$ cat src/rtl/bounded_count_arbiter.sv
// bounded_count_arbiter
// Two-requester round-robin arbiter that drives one shared, bounded step
// index. Each grant advances the index and credits the winner's tally.
// Once the index passes LIMIT, no further grants are issued until the
// block is reset or cleared.

module bounded_count_arbiter #(
    parameter int W     = 10,
    parameter int LIMIT = 300
) (
    input  logic         clk,
    input  logic         rst,
    input  logic         clear,
    input  logic [1:0]   req,
    output logic [1:0]   grant,
    output logic [W-1:0] i,
    output logic [W-1:0] sn0,
    output logic [W-1:0] sn1,
    output logic         busy,
    output logic         exhausted
);

    localparam logic [W-1:0] LIMIT_W = W'(LIMIT);
    localparam logic [W-1:0] ZERO_W  = W'(0);
    localparam logic [W-1:0] ONE_W   = W'(1);

    // Round-robin pointer: the most recent winner. The reset value of 1
    // lets requester 0 win the first tie.
    logic       last_r;
    logic       eligible_s;
    logic       win_s;
    logic [1:0] grant_s;

    // Selects the winner for a given request vector and pointer.
    // A lone requester always wins; a tie goes to the requester that
    // did not win most recently.
    function automatic logic pick_winner(input logic [1:0] r, input logic prev);
        logic w;
        case (r)
            2'b01:   w = 1'b0;
            2'b10:   w = 1'b1;
            2'b11:   w = ~prev;
            default: w = 1'b0;
        endcase
        return w;
    endfunction

    // The index stops at LIMIT+1, so this compare never sees a wrapped value.
    assign exhausted = (i > LIMIT_W);

    // Decides whether this edge grants, and to which requester.
    always_comb begin
        eligible_s = (!exhausted) && (req != 2'b00);
        win_s      = pick_winner(req, last_r);
        grant_s    = 2'b00;
        if (eligible_s) begin
            grant_s = win_s ? 2'b10 : 2'b01;
        end else begin
            grant_s = 2'b00;
        end
    end

    // Updates the index, the tallies, the pointer and the registered
    // grant/busy outputs. A clear acts like a reset taken on the edge and
    // has priority over a simultaneous request.
    always_ff @(posedge clk or posedge rst) begin
        if (rst) begin
            i      <= ONE_W;
            sn0    <= ZERO_W;
            sn1    <= ZERO_W;
            grant  <= 2'b00;
            busy   <= 1'b0;
            last_r <= 1'b1;
        end else if (clear) begin
            i      <= ONE_W;
            sn0    <= ZERO_W;
            sn1    <= ZERO_W;
            grant  <= 2'b00;
            busy   <= 1'b0;
            last_r <= 1'b1;
        end else if (eligible_s) begin
            i      <= i + ONE_W;
            if (win_s) begin
                sn1 <= sn1 + ONE_W;
            end else begin
                sn0 <= sn0 + ONE_W;
            end
            grant  <= grant_s;
            busy   <= 1'b1;
            last_r <= win_s;
        end else begin
            grant  <= 2'b00;
            busy   <= 1'b0;
        end
    end

endmodule
$ cat config.mk
export PLATFORM = sky130hd
export DESIGN_NAME = bounded_count_arbiter
export DESIGN_NICKNAME = d
export VERILOG_FILES = /design/src/rtl/bounded_count_arbiter.sv
export SDC_FILE = /design/constraint.sdc
export NUM_CORES = 1
export LEC_CHECK = 0
export ABC_AREA = 1
export BUFFER_PORTS_ARGS = -buffer_cell sky130_fd_sc_hd__buf_2
export CORE_ASPECT_RATIO = 2
export CORE_MARGIN = 10
export CORE_UTILIZATION = 59
export CTS_CLUSTER_SIZE = 12
export DETAILED_ROUTE_END_ITERATION = 6
export PLACE_DENSITY = 0.84
export SYNTH_ARGS = -nofsm -noshare
export SYNTH_HDL_FRONTEND = slang
export SYNTH_SLANG_ARGS = --single-unit
$ cat constraint.sdc
create_clock -name clk -period 3.1 [get_ports clk]
set_clock_uncertainty 0.1 [all_clocks]
set_input_delay 0.62 -clock clk [delete_from_list [all_inputs] [get_ports clk]]
set_output_delay 0.62 -clock clk [all_outputs]
set_load 0.05 [all_outputs]
==> impl_metrics.json, run 1 <==
{
  "status": "completed",
  "cp.required_ns": 2.38,
  "vias": 1867,
  "die_w_um": 61.2,
  "cts_setup_buffers": 0,
  "synth_nets": 277,
  "setup-violations-final": 0,
  "fin_util_pct": 70.8,
  "clockBufferDepth": 2,
  "tightest_slew_ns": 0.519,
  "start_util_pct": 62.0,
  "r2r_slack_ns": 1.13,
  "finalNonFillerCells": 340,
  "worstReg2RegStart": "i[0]",
  "ff2ff_path_depth": 10,
  "cts_buffers": 5,
  "dp_hpwl_um": 3460,
  "area_growth_pct": 14.3,
  "synthMuxAreaShare_pct": 0,
  "ys_ff_latch": 34,
  "nets": 317,
  "fillCellCount": 306,
  "drt_iter0_drc": 70,
  "drive_gt1_share_pct": 19.7,
  "synth.distinct_cells": 26,
  "pwr-share-seq_pct": 46.8,
  "synth-compound-area-share_pct": 4.38,
  "fin_setup_tns_ns": 0,
  "first_global_vias": 1838,
  "root_buffer": "clkbuf_8",
  "drt_wl_total_um": 4790,
  "clkPwrFrac_pct": 28.6,
  "fin_total_pwr_w": 0.00111,
  "ioPinCount": 39,
  "hold_violations": 0,
  "firstDrtPassIters": 4,
  "antenna_found_initial": 0,
  "dp_cells": 332,
  "cts_hold_buf": 0,
  "place.gp.congestion": 0.848,
  "final_cell_area_um2": 2290,
  "routed_via_density": 5.49,
  "pwr-share-comb_pct": 24.6,
  "synth_top_family_by_area": "simple AND/OR/NAND/NOR gates",
  "cap_violations": 0,
  "grt_pass1_wl_um": 8020,
  "r2r_end": "sn0[3]",
  "rsz0062_at_grt": "no",
  "place_area_um2": 2210,
  "synth_area_um2": 2000,
  "endpoint_kind": "primary output",
  "clkSlewWorstSetupHoldPaths_ns": 0.07,
  "rows": 29,
  "grt_max_degree": 35,
  "syn_inst": 268,
  "portBuffers": 38,
  "yosys_warnings": 0,
  "fmax_mhz": 403,
  "power.leakage_nw": 1.24,
  "overflow": 0,
  "drtAntennaViolNets": 0,
  "cts_tree": "yes",
  "diodes": 0,
  "crit_fanout": 8,
  "ir_drop_mv": 0.320,
  "min_path_type": "in2async",
  "grtUsageTotal_pct": 16.6,
  "yosys.area_share.simple_pct": 36.6,
  "finalMaxSlewViolations": 0,
  "drc": 0,
  "syn_avg_cell_area_um2": 7.47,
  "worstSetupStartpointType": "register",
  "crit_type": "reg2out",
  "fin_crit_sh_pct": 80.1,
  "cts_max_level": 2,
  "die_h_um": 102,
  "arrival_ns": 1.76,
  "mostFrequentLayoutCell": "nand2_1",
  "dieArea_um2": 6260,
  "p_switching_w": 0.000404,
  "powerDensity_nw_per_um2": 486,
  "mostFrequentLayoutCells": "nand2_1, buf_2, nand3_1, dfrtp_1, nor2_1",
  "internal-power_w": 0.000707,
  "synth_xor_area_share_pct": 6.57,
  "min_period_ns": 2.48,
  "synthAdderAreaFrac_pct": 2.50,
  "p_sw_share_pct": 36.4,
  "ys_seq_area_share_pct": 42.7,
  "cts_resized": 0,
  "post_drt_wl_per_cell_um": 14.1,
  "clock-sinks": 34,
  "floorplan.core_area_um2": 3230,
  "clock_latency_ns": 0.29,
  "max-slew-margin-rel_pct": 65.3
}
==> metal layers <==
metal  global-route usage [%]  part of all wire, %
met4                     10.4                  2.8
met5                        0                    0
met3                     3.85                  5.3
met1                     16.4                   40
met2                     29.3                   52
==> area by class of cell <==
class	instances	area, um2	area share (%)
timing repair buffer	40	205	8.97
tap	31	38.8	1.70
sequential	34	853	37.3
inverter	29	109	4.76
multi-input combinational	198	1000	43.8
clock buffer	8	80.1	3.50
==> state kept, by name, indices dropped and copies added (netlist names) <==
signal,count
sn1,10
grant,2
i,10
last_r,1
sn0,10
busy,1
==> cell families (layout without fill, tap and decap cells) <==
kind of cell               after synthesis  after routing
and+or+nand+nor                        163            163
buffers and inverters                   36             77
DFF                                     34             34
AOI/OAI and AO/OA                       16             16
xor gates and xnor gates                15             15
adders and majority gates                4              4
==> worst max path at each step <==
| stage | start | end | slack [ns] |
|---|---|---|---|
| detailed placement | i[0] | exhausted | 0.94 |
| floorplan | i[0] | exhausted | 0.77 |
| finish | i[0] | exhausted | 0.62 |
| global placement | i[0] | exhausted | 0.98 |
| CTS | i[0] | exhausted | 0.62 |
| global route | i[0] | exhausted | 0.52 |
==> critical path, cell delays in order (launching register included) <==
cell and delay, ns:
dfstp_2 0.57, inv_1 0.06, ha_1 0.19, inv_1 0.05, nor2_1 0.04, nand3_1 0.13, nand2_4 0.12, inv_1 0.06
buf_2 0.25
==> through the flow <==
step / setup slack, ns / hold slack (ns)
after floorplan: 0.774 / 0.362
after global placement: 0.980 / 0.376
after detailed placement: 0.938 / 0.376
after CTS: 0.620 / 0.323
after global routing: 0.520 / 0.356
final: 0.617 / 0.311
==> power groups by stage <==
stage	logic [W]	clock network (W)	registers, W
4_1_cts	0.000276	0.000325	0.000518
5_1_grt	0.000297	0.000334	0.000524
6_report	0.000273	0.000318	0.000520
3_3_place_gp	0.000269	0	0.000525
3_5_place_dp	0.000276	0	0.000526
2_1_floorplan	0.000107	0	0.000624
==> cell usage after synthesis <==
cell,instances,share of area [%]
nand2_1,77,14
nand3_1,35,8.8
dfrtp_1,32,40
nor2_1,31,5.8
inv_1,28,5.3
xor2_1,11,4.8
o21ai_0,6,1.5
nand4_1,5,1.6
a21oi_1,4,1.0
ha_1,4,2.5
nand2_2,4,1.3
o21ai_1,4,1.0
xnor2_1,4,1.8
clkbuf_1,3,0.56
nand2_4,3,1.7
buf_1,2,0.38
dfstp_2,2,2.6
nor3_1,2,0.50
nor3_2,2,1.0
nor3b_1,2,0.75
o21ai_2,2,0.88
buf_4,1,0.38
buf_6,1,0.56
inv_2,1,0.19
nand3_2,1,0.50
or2_2,1,0.31
Note: power is estimated with default switching activity, not from simulation.
==> inputs of run 2 (changes only) <==
Settings changed: CORE_UTILIZATION 59 to 49, PLACE_DENSITY 0.84 to 0.75.
Clock period 3.1 ns to 2 ns, I/O delays scaled along.
==> impl_metrics.json, run 2 (synthesized netlist as in run 1, its figures left out) <==
{
  "worstSetupStartpointType": "register",
  "cts_buffers": 5,
  "grt_max_degree": 35,
  "drc": 0,
  "finalMaxSlewViolations": 0,
  "ioPinCount": 39,
  "arrival_ns": 1.46,
  "top_regs": "i x10, sn0 x10, sn1 x10",
  "hold_violations": 0,
  "fin_crit_sh_pct": 97.8,
  "cts_max_level": 2,
  "max-slew-margin-rel_pct": 71.0,
  "crit_fanout": 2,
  "status": "completed",
  "area_growth_pct": 21.7,
  "cp.required_ns": 1.50,
  "dieArea_um2": 7190,
  "place.gp.congestion": 0.786,
  "endpoint_kind": "primary output",
  "drtAntennaViolNets": 0,
  "cts_tree": "yes",
  "diodes": 0,
  "antenna_found_initial": 0,
  "drt_iter0_drc": 58,
  "firstDrtPassIters": 4,
  "vias": 1873,
  "clockBufferDepth": 2,
  "post_drt_wl_per_cell_um": 13.8,
  "clock-sinks": 34,
  "portBuffers": 38,
  "dp_hpwl_um": 3790,
  "root_buffer": "clkbuf_8",
  "floorplan.core_area_um2": 3880,
  "hold_ws_ns": 0.0942,
  "powerDensity_nw_per_um2": 746,
  "overflow": 0,
  "grtUsageTotal_pct": 14.8,
  "start_util_pct": 51.5,
  "drive_gt1_share_pct": 27.0,
  "drt_wl_total_um": 5110,
  "cap_violations": 0,
  "tightest_slew_ns": 0.436,
  "cts_hold_buf": 0,
  "mostFrequentLayoutCells": "nand2_1, buf_2, nand3_1, nor2_1, dfrtp_1",
  "first_global_vias": 1882,
  "fin_total_pwr_w": 0.00182,
  "rows": 32,
  "min_path_type": "in2async",
  "die_h_um": 110,
  "setup-violations-final": 0,
  "ir_drop_mv": 0.636,
  "power.leakage_nw": 1.27,
  "min_period_ns": 1.96,
  "routed_via_density": 5.06,
  "fmax_mhz": 511,
  "nets": 327,
  "mostFrequentLayoutCell": "nand2_1",
  "crit_type": "reg2out",
  "clock_latency_ns": 0.29,
  "grt_pass1_wl_um": 8500,
  "r2r_slack_ns": 0.15,
  "clkSlewWorstSetupHoldPaths_ns": 0.07,
  "die_w_um": 65.2
}
==> run 2: cell count changes in the layout (fill, tap and decap cells not counted), sizes merged <==
cell / before / now
clkinvlp: 0 / 1
inv: 29 / 28
buf: 40 / 50
==> run 2: final timing paths <==
path,start,to,cells past startpoint
max,i[0],exhausted,8
min,rst,sn0[7],3
max reg2reg,i[0],i[8],9
min reg2reg,last_r,last_r,2
max in group asynchronous,rst,last_r,3
min in group clk,last_r,last_r,2
==> run 2: layer usage <==
| layer | routed length [um] | global-route usage (%) | share of wire [%] |
|---|---|---|---|
| met5 | 0 | 0 | 0 |
| met4 | 97 | 5.85 | 1.9 |
| met3 | 246 | 4.65 | 4.8 |
| met2 | 2810 | 28.3 | 55 |
| met1 | 1960 | 14.1 | 38 |
==> run 2: area by class of cell <==
cell class              count  area [um2]
clock buffers               8        80.1
well taps                  51        63.8
inverters                  29         113
repair buffers             50         290
multi-input cells         198        1030
fillers                   378        1450
flip-flops and latches     34         858
==> run 2: critical path, cell delays in order, from the launching register on <==
cell        delay, ns
dfstp_2          0.53
inv_2            0.05
ha_4             0.15
inv_2            0.05
nor2_2           0.03
nand3_2          0.09
nand2_4          0.06
clkinvlp_4       0.07
buf_8            0.13
==> run 2: what timing repair did <==
item / in CTS / in global routing
setup endpoints to repair: 1 / 1
gates resized for setup: 5 / 12
pin swaps: 3 / 4
gates cloned: 0 / 0
setup buffers: 3 / 1
==> run 2: stage by stage <==
stage | TNS (ns) | utilization [%] | cell area, um2 | worst slack, ns | instances
after floorplan | 0 | - | 2010 | 0.00429 | 268
after global placement | 0 | 58.8 | 2280 | 0.129 | 358
after detailed placement | 0 | 58.8 | 2280 | 0.0874 | 358
after CTS | 0 | 61.7 | 2400 | 0.00833 | 369
after global routing | -0.00756 | 62.7 | 2430 | -0.00756 | 370
final | 0 | 62.7 | 2430 | 0.0439 | 370
==> run 2: report_power, final <==
group,leakage [nW],internal (W),switching [W]
clock network,0.0395,0.000247,0.000245
registers,0.453,0.000744,0.0000505
logic,0.780,0.000165,0.000366
total,1.27,0.00116,0.000661
